===== src/rtl/fetch_unit.sv =====
// Instruction fetch stage: owns the PC, reads imem over req/ready and hands words to decode over valid/ready.
// Optional MIPS branch delay slot behaviour is enabled with `define FETCH_DELAY_SLOT_EN.
module fetch_unit #(
  parameter logic [31:0] RESET_PC = 32'h0000_0000,
  parameter int unsigned MAX_WAIT = 255
) (
  input  logic        clk,
  input  logic        rst_n,
  output logic        imem_req,
  output logic [31:0] imem_addr,
  input  logic [31:0] imem_rdata,
  input  logic        imem_ready,
  output logic [31:0] instr,
  output logic [5:0]  opcode,
  output logic        instr_valid,
  input  logic        instr_ready,
  input  logic        branch,
  input  logic        branch_cond,
  input  logic        jump,
  output logic [31:0] pc,
  output logic [31:0] link_addr,
  output logic        fetch_err
);

  localparam logic [1:0] S_IDLE  = 2'd0;
  localparam logic [1:0] S_REQ   = 2'd1;
  localparam logic [1:0] S_VALID = 2'd2;

  localparam logic [7:0]  WAIT_LIMIT = 8'(MAX_WAIT);
  localparam logic [31:0] PC_INIT    = {RESET_PC[31:2], 2'b00};

  logic [1:0]  state;
  logic [31:0] pc_q;
  logic [31:0] instr_q;
  logic        valid_q;
  logic        err_q;
  logic [7:0]  wait_cnt;

  logic        accept;
  logic        redirect;
  logic [31:0] seq_pc;
  logic [31:0] branch_pc;
  logic [31:0] jump_pc;
  logic [31:0] redirect_pc;

  assign seq_pc      = pc_q + 32'd4;
  assign branch_pc   = seq_pc + {{14{instr_q[15]}}, instr_q[15:0], 2'b00};
  assign jump_pc     = {seq_pc[31:28], instr_q[25:0], 2'b00};
  assign redirect    = jump | (branch & branch_cond);
  assign redirect_pc = jump ? jump_pc : branch_pc;
  assign accept      = (state == S_VALID) && valid_q && instr_ready;

  assign imem_req    = (state == S_REQ);
  assign imem_addr   = pc_q;
  assign pc          = pc_q;
  assign link_addr   = seq_pc;
  assign instr       = instr_q;
  assign opcode      = instr_q[31:26];
  assign instr_valid = valid_q;
  assign fetch_err   = err_q;

  // The wait counter restarts on every entry to S_REQ and saturates; fetch_err is sticky.
  always_ff @(posedge clk or negedge rst_n) begin
    if (!rst_n) begin
      state    <= S_IDLE;
      instr_q  <= 32'd0;
      valid_q  <= 1'b0;
      err_q    <= 1'b0;
      wait_cnt <= 8'd0;
    end else begin
      case (state)
        S_IDLE: begin
          state    <= S_REQ;
          wait_cnt <= 8'd0;
        end
        S_REQ: begin
          if (imem_ready) begin
            instr_q <= imem_rdata;
            valid_q <= 1'b1;
            state   <= S_VALID;
          end else if (wait_cnt != WAIT_LIMIT) begin
            wait_cnt <= wait_cnt + 8'd1;
            if (wait_cnt + 8'd1 == WAIT_LIMIT) err_q <= 1'b1;
          end
        end
        S_VALID: begin
          if (accept) begin
            valid_q  <= 1'b0;
            state    <= S_REQ;
            wait_cnt <= 8'd0;
          end
        end
        default: state <= S_IDLE;
      endcase
    end
  end

`ifdef FETCH_DELAY_SLOT_EN
  logic        pending;
  logic [31:0] target_q;

  // A taken redirect first fetches the delay slot; its control inputs are ignored at its accept.
  always_ff @(posedge clk or negedge rst_n) begin
    if (!rst_n) begin
      pc_q     <= PC_INIT;
      pending  <= 1'b0;
      target_q <= PC_INIT;
    end else if (accept) begin
      if (pending) begin
        pc_q    <= target_q;
        pending <= 1'b0;
      end else begin
        pc_q <= seq_pc;
        if (redirect) begin
          target_q <= redirect_pc;
          pending  <= 1'b1;
        end
      end
    end
  end
`else
  always_ff @(posedge clk or negedge rst_n) begin
    if (!rst_n) begin
      pc_q <= PC_INIT;
    end else if (accept) begin
      pc_q <= redirect ? redirect_pc : seq_pc;
    end
  end
`endif

endmodule

===== config.mk =====
export PLATFORM = sky130hd
export DESIGN_NAME = fetch_unit
export DESIGN_NICKNAME = d
export VERILOG_FILES = /design/src/rtl/fetch_unit.sv
export SDC_FILE = /design/constraint.sdc
export NUM_CORES = 1
export LEC_CHECK = 0
export ABC_AREA = 1
export CORE_MARGIN = 3
export CORE_UTILIZATION = 50
export DETAILED_ROUTE_END_ITERATION = 10
export MAX_ROUTING_LAYER = met4
export PLACE_DENSITY = 0.86
export SYNTH_ARGS = -nofsm -noshare
export SYNTH_HDL_FRONTEND = slang
export SYNTH_SLANG_ARGS = --single-unit

===== constraint.sdc =====
create_clock -name clk -period 2.92 [get_ports clk]
set_clock_uncertainty 0.1 [all_clocks]
set_input_delay 0.438 -clock clk [delete_from_list [all_inputs] [get_ports clk]]
set_output_delay 0.438 -clock clk [all_outputs]
set_load 0.02 [all_outputs]

==> impl_metrics.py, run 1 <==
metrics = {
    "run_status": {
        "outcome": "finished with violations",
        "failed_checks": "DRC, setup timing",
    },
    "clock_network": {
        "cts.path.max_buffers": 2,
        "clock-sinks": 74,
        "ctsHoldBuffers": 0,
        "numCtsBuffers": 9,
        "path_clk_slew_ns": 0.07,
        "cts_root_buf": "clkbuf_16",
        "cts.htree.levels": 3,
        "clkLatencyLatePin_ns": 0.35,
        "cts_tree": "yes",
    },
    "grt": {
        "grt_pass1_wl_mm": 41.2,
        "antenna_found_initial": 0,
        "grt_max_degree": 46,
        "grt_overflow": 0,
        "grtUsageTotal_pct": 37.2,
        "grt_pass1_vias": 7937,
    },
    "cells_and_area": {
        "synthToLayoutAreaGrowth_pct": 62.7,
        "finalCoreUtilization_pct": 85.2,
        "mostFrequentLayoutCell": "nand2_1",
        "nets": 1422,
        "final_cell_mix": "301 x nand2_1, 167 x buf_4, 146 x clkdlybuf4s50_1",
        "diodes": 0,
        "drive_gt1_share_pct": 31.1,
    },
    "synthesis": {
        "postSynthAreaPerCell_sq_um": 6.44,
        "synthFlopType": "dfrtp_1",
        "ys_seq_area_share_pct": 27.5,
        "yosysWarnings": 0,
        "syn_area_sq_um": 6740,
        "synth-edff-count": 0,
        "syn_inst": 1046,
        "yosysUniqueCellTypes": 44,
        "synth_seq_cells": 74,
        "async_flop_share_pct": 100,
    },
    "power_and_ir_drop": {
        "powerDensity_nw_per_um2": 1440,
        "max-vdd-ir-drop_mv": 0.704,
        "power.leakage_nw": 5.40,
    },
    "detailed_routing": {
        "ant_nets": 0,
        "drt_iter0_markers": 1380,
        "via_per_inst": 5.92,
        "vias": 9001,
        "drt-wirelength-per-cell_um": 20.7,
        "routed_wl_mm": 31.5,
        "drt_pass1_iterations": 11,
        "drc_errors": 1,
    },
    "run": {
        "cap_violations": 0,
    },
    "placed_design": {
        "io_buffers": 169,
        "hpwlAfterDp_mm": 20.2,
        "place_congestion": 1.03,
    },
    "timing": {
        "period_needed_ns": 3.23,
        "fin_hold_ws_ns": 0.0118,
        "worstMarginPinSlew_ns": 0.676,
        "relSlewSlack_pct": 54.9,
        "max_freq_mhz": 310,
        "hold_violations": 0,
        "worst_slack_ns": -0.308,
        "setup_violations": 29,
        "fin_crit_sh_pct": 111,
        "slew_violations": 0,
        "rsz0062_at_grt": "yes",
    },
    "worst_setup_path": {
        "endpoint_kind": "flop",
        "reg2regPathDepth": 17,
        "arrival_ns": 3.38,
        "crit_type": "flop to flop",
        "cp.required_ns": 3.07,
        "cp-start-kind": "flop",
        "path_max_fanout": 5,
    },
    "floorplan": {
        "num_rows": 41,
        "initial_core_util_pct": 52.3,
        "core_sq_um": 12900,
        "io-pin-count": 176,
        "die_area_sq_um": 14900,
        "die_y_um": 122,
        "die_w_um": 122,
    },
    "worst_hold_path": {
        "hold_class": "input pin to async pin",
    },
}
per-stage QoR:
step / cell area, sq um / TNS [ns] / cells / power, mW / setup slack (ns)
2_1_floorplan: 6780 / 0 / 1051 / 7.46 / 0.00605
5_1_grt: 11000 / -6.91 / 1521 / 16.6 / -0.468
6_report: 11000 / -3.10 / 1521 / 15.8 / -0.308
3_5_place_dp: 9370 / -2.68 / 1477 / 11.9 / -0.312
3_3_place_gp: 9370 / -2.34 / 1477 / 11.8 / -0.297
4_1_cts: 9990 / -0.214 / 1503 / 13.5 / -0.118
logic make-up after synthesis:
logic type / share of synthesized area (%)
AOI/OAI and AO/OA: 11.5
buffers and inverters: 13.8
and+or+nand+nor: 37.0
other: 0.0556
DFF: 27.5
adders and majority gates: 7.35
xor gates and xnor gates: 2.82
synthesized netlist by cell type, types with 3 or more instances:
| master | count | share of area (%) |
|---|---|---|
| o21bai_1 | 9 | 1.0 |
| o22ai_1 | 5 | 0.46 |
| nand3b_1 | 5 | 0.56 |
| o21ai_0 | 22 | 1.6 |
| xnor2_1 | 4 | 0.52 |
| and2_1 | 6 | 0.56 |
| a21o_1 | 4 | 0.45 |
| nor2_1 | 75 | 4.2 |
| nand4_1 | 18 | 1.7 |
| a31oi_1 | 8 | 0.74 |
| nor2_2 | 6 | 0.56 |
| inv_2 | 9 | 0.50 |
| clkbuf_1 | 12 | 0.67 |
| inv_1 | 127 | 7.1 |
| or2_1 | 4 | 0.37 |
| xor2_1 | 14 | 1.8 |
| nor2_4 | 3 | 0.50 |
| nand2_1 | 351 | 20 |
| nor3_1 | 13 | 0.97 |
| nor3_2 | 5 | 0.74 |
| buf_4 | 42 | 4.7 |
| nand3_1 | 71 | 5.3 |
| o21ai_1 | 11 | 0.82 |
| buf_2 | 4 | 0.30 |
| a21oi_2 | 3 | 0.39 |
| a22oi_1 | 4 | 0.45 |
| dfrtp_1 | 74 | 27 |
| a21oi_1 | 69 | 5.1 |
| ha_1 | 38 | 7.1 |
| nand2_2 | 12 | 1.1 |
timing repair:
| item | 4_1_cts | 5_1_grt |
|---|---|---|
| setup endpoints to repair | 44 | 44 |
| gates resized for setup | 66 | 202 |
| setup buffers | 10 | 18 |
| pin swaps | 16 | 66 |
| gates cloned | 0 | 0 |
final timing paths:
check,from,to,slack [ns]
worst min register to register,fetch_err$_DFFE_PN0P_,fetch_err$_DFFE_PN0P_,0.39
worst max-delay path,imem_addr[15]$_DFFE_PN0P_,imem_addr[29]$_DFFE_PN0P_,-0.31
worst min-delay path,rst_n,instr[7]$_DFFE_PN0P_,0.01
max in group asynchronous,rst_n,instr[14]$_DFFE_PN0P_,2.12
min in group clk,fetch_err$_DFFE_PN0P_,fetch_err$_DFFE_PN0P_,0.39
worst max register to register,imem_addr[15]$_DFFE_PN0P_,imem_addr[29]$_DFFE_PN0P_,-0.31
report_power, final:
part / leakage [nW] / internal (mW) / switching (mW)
clock: 0.132 / 0.606 / 0.494
combinational: 4.37 / 5.47 / 7.13
sequential: 0.896 / 1.47 / 0.633
total: 5.40 / 7.55 / 8.25
sequential cells by signal (all words and copies together), names as in the netlist:
| name | count |
|---|---|
| imem_addr | 30 |
| wait_cnt | 8 |
| state | 2 |
| fetch_err | 1 |
| instr_valid | 1 |
| instr | 32 |
final cells by class:
cell class                      instances  area [sq um]
Multi-Input combinational cell        778          5010
Timing Repair Buffer                  343          3060
Fill cell                             728          1910
Sequential cell                        74          1860
Inverter                              138           524
Clock buffer                           10           239
Tap cell                              172           215
Clock inverter                          6          48.8
worst max-delay path, stage by stage (launching register included):
cell and delay, ns:
dfrtp_2 0.49, nand2_1 0.23, nor2_4 0.24, nand2_1 0.12, nor2_2 0.21, nand3_1 0.14, nand2_2 0.15, inv_1 0.10
ha_4 0.31, nand2_2 0.11, nor2_2 0.16, nand2_1 0.13, nor4_2 0.21, nand2_2 0.11, nand3_1 0.09, nand3_1 0.07
nand2_1 0.08, nand2_1 0.06
metal layers:
| layer | global-route usage [%] | up-vias | share of wire (%) |
|---|---|---|---|
| li1 | - | 3891 | - |
| met1 | 50.2 | 4090 | 37 |
| met2 | 55.7 | 798 | 44 |
| met3 | 6.45 | 222 | 13 |
| met4 | 14.8 | 0 | 6.0 |
| met5 | - | - | 0 |
No activity file was read; power rests on OpenSTA's default activity.
==> inputs of run 2 (changes only) <==
--- a/config.mk
+++ b/config.mk
@@ -9,6 +9,7 @@
 export CORE_MARGIN = 3
 export CORE_UTILIZATION = 50
 export DETAILED_ROUTE_END_ITERATION = 10
+export GPL_TIMING_DRIVEN = 0
 export MAX_ROUTING_LAYER = met4
 export PLACE_DENSITY = 0.86
 export SYNTH_ARGS = -nofsm -noshare
==> run 2 against run 1 <==
Against the previous run:
- the flow still finishes with violations (DRC, setup timing)
- non-clock buffer count down 59
- global-route usage down 2.4 points
- first-iteration DRC count down 20%
- setup slack worse by 0.21 ns
- routed wire length down 4.3%
- fmax down 6.2%
- critical path depth up 2
- largest power group unchanged
==> impl_metrics.py, run 2 (synthesis gave the netlist of run 1 again) <==
metrics = {
    "clock_network": {
        "cts.path.max_buffers": 2,
        "cts.htree.levels": 3,
        "path_clk_slew_ns": 0.07,
        "numCtsBuffers": 9,
        "clock-sinks": 74,
        "cts_root_buf": "clkbuf_16",
        "clkLatencyLatePin_ns": 0.36,
        "cts_tree": "yes",
    },
    "timing": {
        "period_needed_ns": 3.44,
        "relSlewSlack_pct": 41.6,
        "fin_hold_ws_ns": 0.376,
        "rsz0062_at_grt": "yes",
        "worstMarginPinSlew_ns": 0.875,
        "hold_violations": 0,
        "fin_crit_sh_pct": 118,
        "max_freq_mhz": 290,
        "worst_slack_ns": -0.522,
        "slew_violations": 0,
        "setup_violations": 23,
    },
    "floorplan": {
        "die_y_um": 122,
        "die_w_um": 122,
        "initial_core_util_pct": 52.3,
        "num_rows": 41,
        "core_sq_um": 12900,
        "io-pin-count": 176,
        "die_area_sq_um": 14900,
    },
    "detailed_routing": {
        "drc_errors": 1,
        "ant_nets": 0,
        "vias": 8633,
        "via_per_inst": 5.90,
        "routed_wl_mm": 30.1,
        "drt-wirelength-per-cell_um": 20.6,
        "drt_pass1_iterations": 10,
        "drt_iter0_markers": 1100,
    },
    "placed_design": {
        "io_buffers": 168,
        "dp.cells": 1392,
        "postPlaceCellArea_sq_um": 8700,
        "pre_cts_ws_ns": -0.615,
        "hpwlAfterDp_mm": 18.8,
        "place_congestion": 0.957,
    },
    "grt": {
        "grt_pass1_wl_mm": 38.7,
        "antenna_found_initial": 1,
        "grtUsageTotal_pct": 34.8,
        "grt_pass1_vias": 7421,
        "grt_overflow": 0,
        "grt_max_degree": 69,
    },
    "worst_setup_path": {
        "crit_type": "flop to flop",
        "path_cells": "nand2_1 > nor2_1 > nand2_1 > nor2_1 > nand3_1 > nand2_2 > inv_2 > ha_4 > nand2_2 > nor3_4 > nand2_2 > inv_1 > nand2_1 > nand2_1 > inv_1 > nand2_2 > nand3_1 > nand3_1 > a21oi_2",
        "cp.required_ns": 3.05,
        "crit_slowest_cell": "dfrtp_2",
        "path_max_fanout": 8,
        "arrival_ns": 3.57,
        "cp-start-kind": "flop",
        "endpoint_kind": "flop",
        "cpPeakStageDelay_ns": 0.52,
    },
    "cells_and_area": {
        "nets": 1363,
        "fin_cells": 1463,
        "drive_gt1_share_pct": 26.3,
        "mostFrequentLayoutCell": "nand2_1",
        "largest_reg_flops": 32,
        "final_cell_area_sq_um": 10400,
        "final_cell_mix": "315 x nand2_1, 150 x clkdlybuf4s50_1, 120 x inv_1",
        "synthToLayoutAreaGrowth_pct": 54.0,
        "multi_input_area_sq_um": 4890,
        "regArea_sq_um": 1880,
        "fillerInstances": 853,
    },
    "power_and_ir_drop": {
        "seqPwrFrac_pct": 16.5,
        "p_switching_mw": 7.82,
        "finalPower_mw": 14.5,
        "powerDensity_nw_per_um2": 1400,
        "internal_power_mw": 6.72,
        "p_clk_share_pct": 8.1,
        "pwr-share-comb_pct": 75.4,
        "max-vdd-ir-drop_mv": 0.628,
        "swShare_pct": 53.8,
        "power.leakage_nw": 5.05,
    },
    "run_status": {
        "failed_checks": "DRC, setup timing",
        "outcome": "finished with violations",
    },
    "run": {
        "cap_violations": 0,
    },
    "worst_hold_path": {
        "hold_class": "input pin to async pin",
    },
}
run 2: power groups by stage:
stage	Clock, mW	Combinational, mW	Sequential (mW)
after global placement	0	8.34	2.23
after floorplan	0	4.95	2.51
final	1.18	11.0	2.39
after global routing	1.22	11.7	2.41
after detailed placement	0	8.44	2.23
after CTS	1.18	9.23	2.23
run 2: final cells by class:
cell class                      instances  share of cell area [%]
Inverter                              138                    5.04
Clock buffer                            9                    2.17
Clock inverter                          7                   0.807
Tap cell                              172                    2.07
Buffer                                 61                    4.00
Sequential cell                        74                    18.1
Antenna cell                            1                  0.0241
Timing Repair Buffer                  223                    20.6
Multi-Input combinational cell        778                    47.1
run 2: final timing paths:
path	depth (start not counted)	start	to	slack, ns
setup / recovery	19	imem_addr[23]$_DFFE_PN0P_	imem_addr[31]$_DFFE_PN0P_	-0.52
hold / removal	2	rst_n	wait_cnt[6]$_DFFE_PN0P_	0.38
setup reg to reg	19	imem_addr[23]$_DFFE_PN0P_	imem_addr[31]$_DFFE_PN0P_	-0.52
hold reg to reg	1	fetch_err$_DFFE_PN0P_	fetch_err$_DFFE_PN0P_	0.39
max in group asynchronous	3	rst_n	imem_addr[22]$_DFFE_PN0P_	1.76
min in group clk	1	fetch_err$_DFFE_PN0P_	fetch_err$_DFFE_PN0P_	0.39
run 2: critical path: cells and delay by family (launching register included):
family / cells / cell delay [ns]
compound gates: 1 / 0.06
fa+ha+maj: 1 / 0.30
buf+inv: 3 / 0.19
flops: 1 / 0.52
simple gates: 14 / 2.17
run 2: metal layers:
| metal | vias to the layer above | wire (um) | global-route usage (%) |
|---|---|---|---|
| li1 | 3792 | - | - |
| met1 | 3941 | 11100 | 46.6 |
| met2 | 696 | 13200 | 53.5 |
| met3 | 204 | 3920 | 4.69 |
| met4 | 0 | 2000 | 13.7 |
| met5 | - | 0 | - |
run 2: timing repair:
action	in CTS	in global routing
pin swaps	13	46
buffers inserted	26	27
gates resized for setup	85	159
endpoints found under the setup margin	45	36
hold buffers	1	0
hold endpoints to repair	6	0
run 2: metrics by stage:
stage	setup TNS, ns	utilization (%)
4_1_cts	-0.177	74.2
3_3_place_gp	-99.73	67.4
6_report	-5.12	80.6
3_5_place_dp	-6.07	67.5
5_1_grt	-10.38	80.6
2_1_floorplan	0	-
==> inputs of run 3 (changes only) <==
--- a/config.mk
+++ b/config.mk
@@ -12,6 +12,7 @@
 export GPL_TIMING_DRIVEN = 0
 export MAX_ROUTING_LAYER = met4
 export PLACE_DENSITY = 0.86
+export SLEW_MARGIN = 25
 export SYNTH_ARGS = -nofsm -noshare
 export SYNTH_HDL_FRONTEND = slang
 export SYNTH_SLANG_ARGS = --single-unit
==> run 3 against run 2 <==
Against the previous run:
- the flow still finishes with violations (DRC, setup timing)
- fmax rose by 4.6%
- critical path depth fell by 1
- die area did not move
- utilization rose by 4.1 points
- cell area rose by 5.1%
- sequential cell count did not move
- total power rose by 7.9%
- highest routed layer unchanged
==> impl_metrics.py, run 3 (synthesis gave the netlist of run 1 again) <==
metrics = {
    "timing": {
        "fin_crit_sh_pct": 113,
        "relSlewSlack_pct": 41.1,
        "setup_violations": 27,
        "worstMarginPinSlew_ns": 0.884,
        "period_needed_ns": 3.29,
        "worst_slack_ns": -0.372,
        "rsz0062_at_grt": "yes",
        "max_freq_mhz": 304,
        "slew_violations": 0,
        "hold_violations": 0,
        "fin_hold_ws_ns": 0.391,
    },
    "worst_setup_path": {
        "cpPeakStageDelay_ns": 0.44,
        "cp-start-kind": "flop",
        "crit_slowest_cell": "dfrtp_2",
        "endpoint_kind": "flop",
        "cp_top_family": "simple AND/OR/NAND/NOR gates",
        "path_cells": "nand2_2 > nor2_4 > nand2_4 > nor2_4 > inv_4 > nor2_1 > nand2_1 > and2_4 > ha_4 > nand2_4 > nor2_4 > nand2_4 > nor4_4 > nand2_2 > nand3_2 > nand3_2 > nand2_2 > nand2_1",
        "path_buf_inv": 1,
        "crit_type": "flop to flop",
        "cp.required_ns": 3.07,
        "arrival_ns": 3.44,
        "path_max_fanout": 6,
    },
    "grt": {
        "grt_pass1_vias": 7475,
        "grt_max_degree": 40,
        "grt_pass1_wl_mm": 38.7,
        "grt_overflow": 0,
        "antenna_found_initial": 3,
        "grtUsageTotal_pct": 34.8,
    },
    "run_status": {
        "outcome": "finished with violations",
        "failed_checks": "DRC, setup timing",
    },
    "placed_design": {
        "hpwlAfterDp_mm": 18.8,
        "io_buffers": 168,
        "place_congestion": 0.957,
        "pre_cts_ws_ns": -0.629,
    },
    "clock_network": {
        "cts.path.max_buffers": 2,
        "path_clk_slew_ns": 0.07,
        "clkLatencyLatePin_ns": 0.36,
        "numCtsBuffers": 9,
        "cts.htree.levels": 3,
        "cts_tree": "yes",
        "clock-sinks": 74,
        "cts_root_buf": "clkbuf_16",
    },
    "detailed_routing": {
        "via_per_inst": 6.02,
        "ant_nets": 0,
        "drt-wirelength-per-cell_um": 21.3,
        "vias": 8912,
        "drt_pass1_iterations": 11,
        "routed_wl_mm": 31.5,
        "drc_errors": 6,
        "drt_iter0_markers": 1415,
    },
    "cells_and_area": {
        "finalCoreUtilization_pct": 84.8,
        "mostFrequentLayoutCell": "nand2_1",
        "nets": 1378,
        "drive_gt1_share_pct": 31.2,
        "synthToLayoutAreaGrowth_pct": 61.9,
        "final_cell_mix": "291 x nand2_1, 149 x clkdlybuf4s50_1, 111 x inv_1",
        "largest_reg_flops": 32,
    },
    "worst_hold_path": {
        "hold_class": "flop to flop",
    },
    "run": {
        "cap_violations": 0,
    },
    "floorplan": {
        "num_rows": 41,
        "core_sq_um": 12900,
        "die_w_um": 122,
        "die_area_sq_um": 14900,
        "io-pin-count": 176,
        "die_y_um": 122,
        "initial_core_util_pct": 52.3,
    },
    "power_and_ir_drop": {
        "max-vdd-ir-drop_mv": 0.672,
        "power.leakage_nw": 5.27,
        "powerDensity_nw_per_um2": 1440,
    },
}
-- run 3: final timing paths --
| path | to | startpoint | cells after the start | slack, ns |
|---|---|---|---|---|
| min in group asynchronous | wait_cnt[1]$_DFFE_PN0P_ | rst_n | 2 | 0.47 |
| hold reg to reg | fetch_err$_DFFE_PN0P_ | fetch_err$_DFFE_PN0P_ | 1 | 0.39 |
| setup reg to reg | imem_addr[29]$_DFFE_PN0P_ | imem_addr[7]$_DFFE_PN0P_ | 18 | -0.37 |
| hold / removal | fetch_err$_DFFE_PN0P_ | fetch_err$_DFFE_PN0P_ | 1 | 0.39 |
| setup / recovery | imem_addr[29]$_DFFE_PN0P_ | imem_addr[7]$_DFFE_PN0P_ | 18 | -0.37 |
| max in group asynchronous | imem_addr[22]$_DFFE_PN0P_ | rst_n | 3 | 1.63 |
-- run 3: cell type report --
class	instances	area, sq um
tap	172	215
clock buffer	9	225
clock inverter	7	83.8
inverter	138	528
multi-input combinational	778	5260
fill	704	1960
antenna	3	7.51
timing repair buffer	238	2290
buffer	61	415
sequential	74	1880
-- run 3: worst register-to-register path: cells and delay by family (launching register included) --
family	cells	cell delay (ns)
simple gates	16	2.19
flops	1	0.44
fa+ha+maj	1	0.33
buf+inv	1	0.11
-- run 3: routing by layer --
metal / GRT usage, % / wire (um) / vias to the layer above
met3: 4.13 / 4310 / 259
met4: 16.9 / 2490 / 0
met5: - / 0 / -
met2: 53.0 / 13500 / 818
li1: - / - / 3825
met1: 46.3 / 11200 / 4010
-- run 3: power breakdown --
part / internal, mW / switching (mW) / leakage [nW] / total, mW
clock network: 0.678 / 0.506 / 0.149 / 1.18
registers: 1.49 / 0.934 / 0.881 / 2.43
logic: 5.10 / 6.98 / 4.24 / 12.1
total: 7.27 / 8.42 / 5.27 / 15.7
-- run 3: per-stage QoR --
stage / TNS, ns / cells / instance area, sq um / total power, mW
after global routing: -6.38 / 1480 / 10900 / 16.5
final: -4.35 / 1480 / 10900 / 15.7
after floorplan: 0 / 1051 / 6780 / 7.46
after global placement: -99.73 / 1391 / 8670 / 10.6
after CTS: -0.00494 / 1443 / 9660 / 12.7
after detailed placement: -6.05 / 1392 / 8690 / 10.6
-- run 3: what timing repair did --
item                                    CTS  global route
gates resized for setup                  91           243
hold buffers                              1             0
pin swaps                                17           100
endpoints found under the setup margin   45            37
setup buffers                            34            34
hold endpoints to repair                 35             0
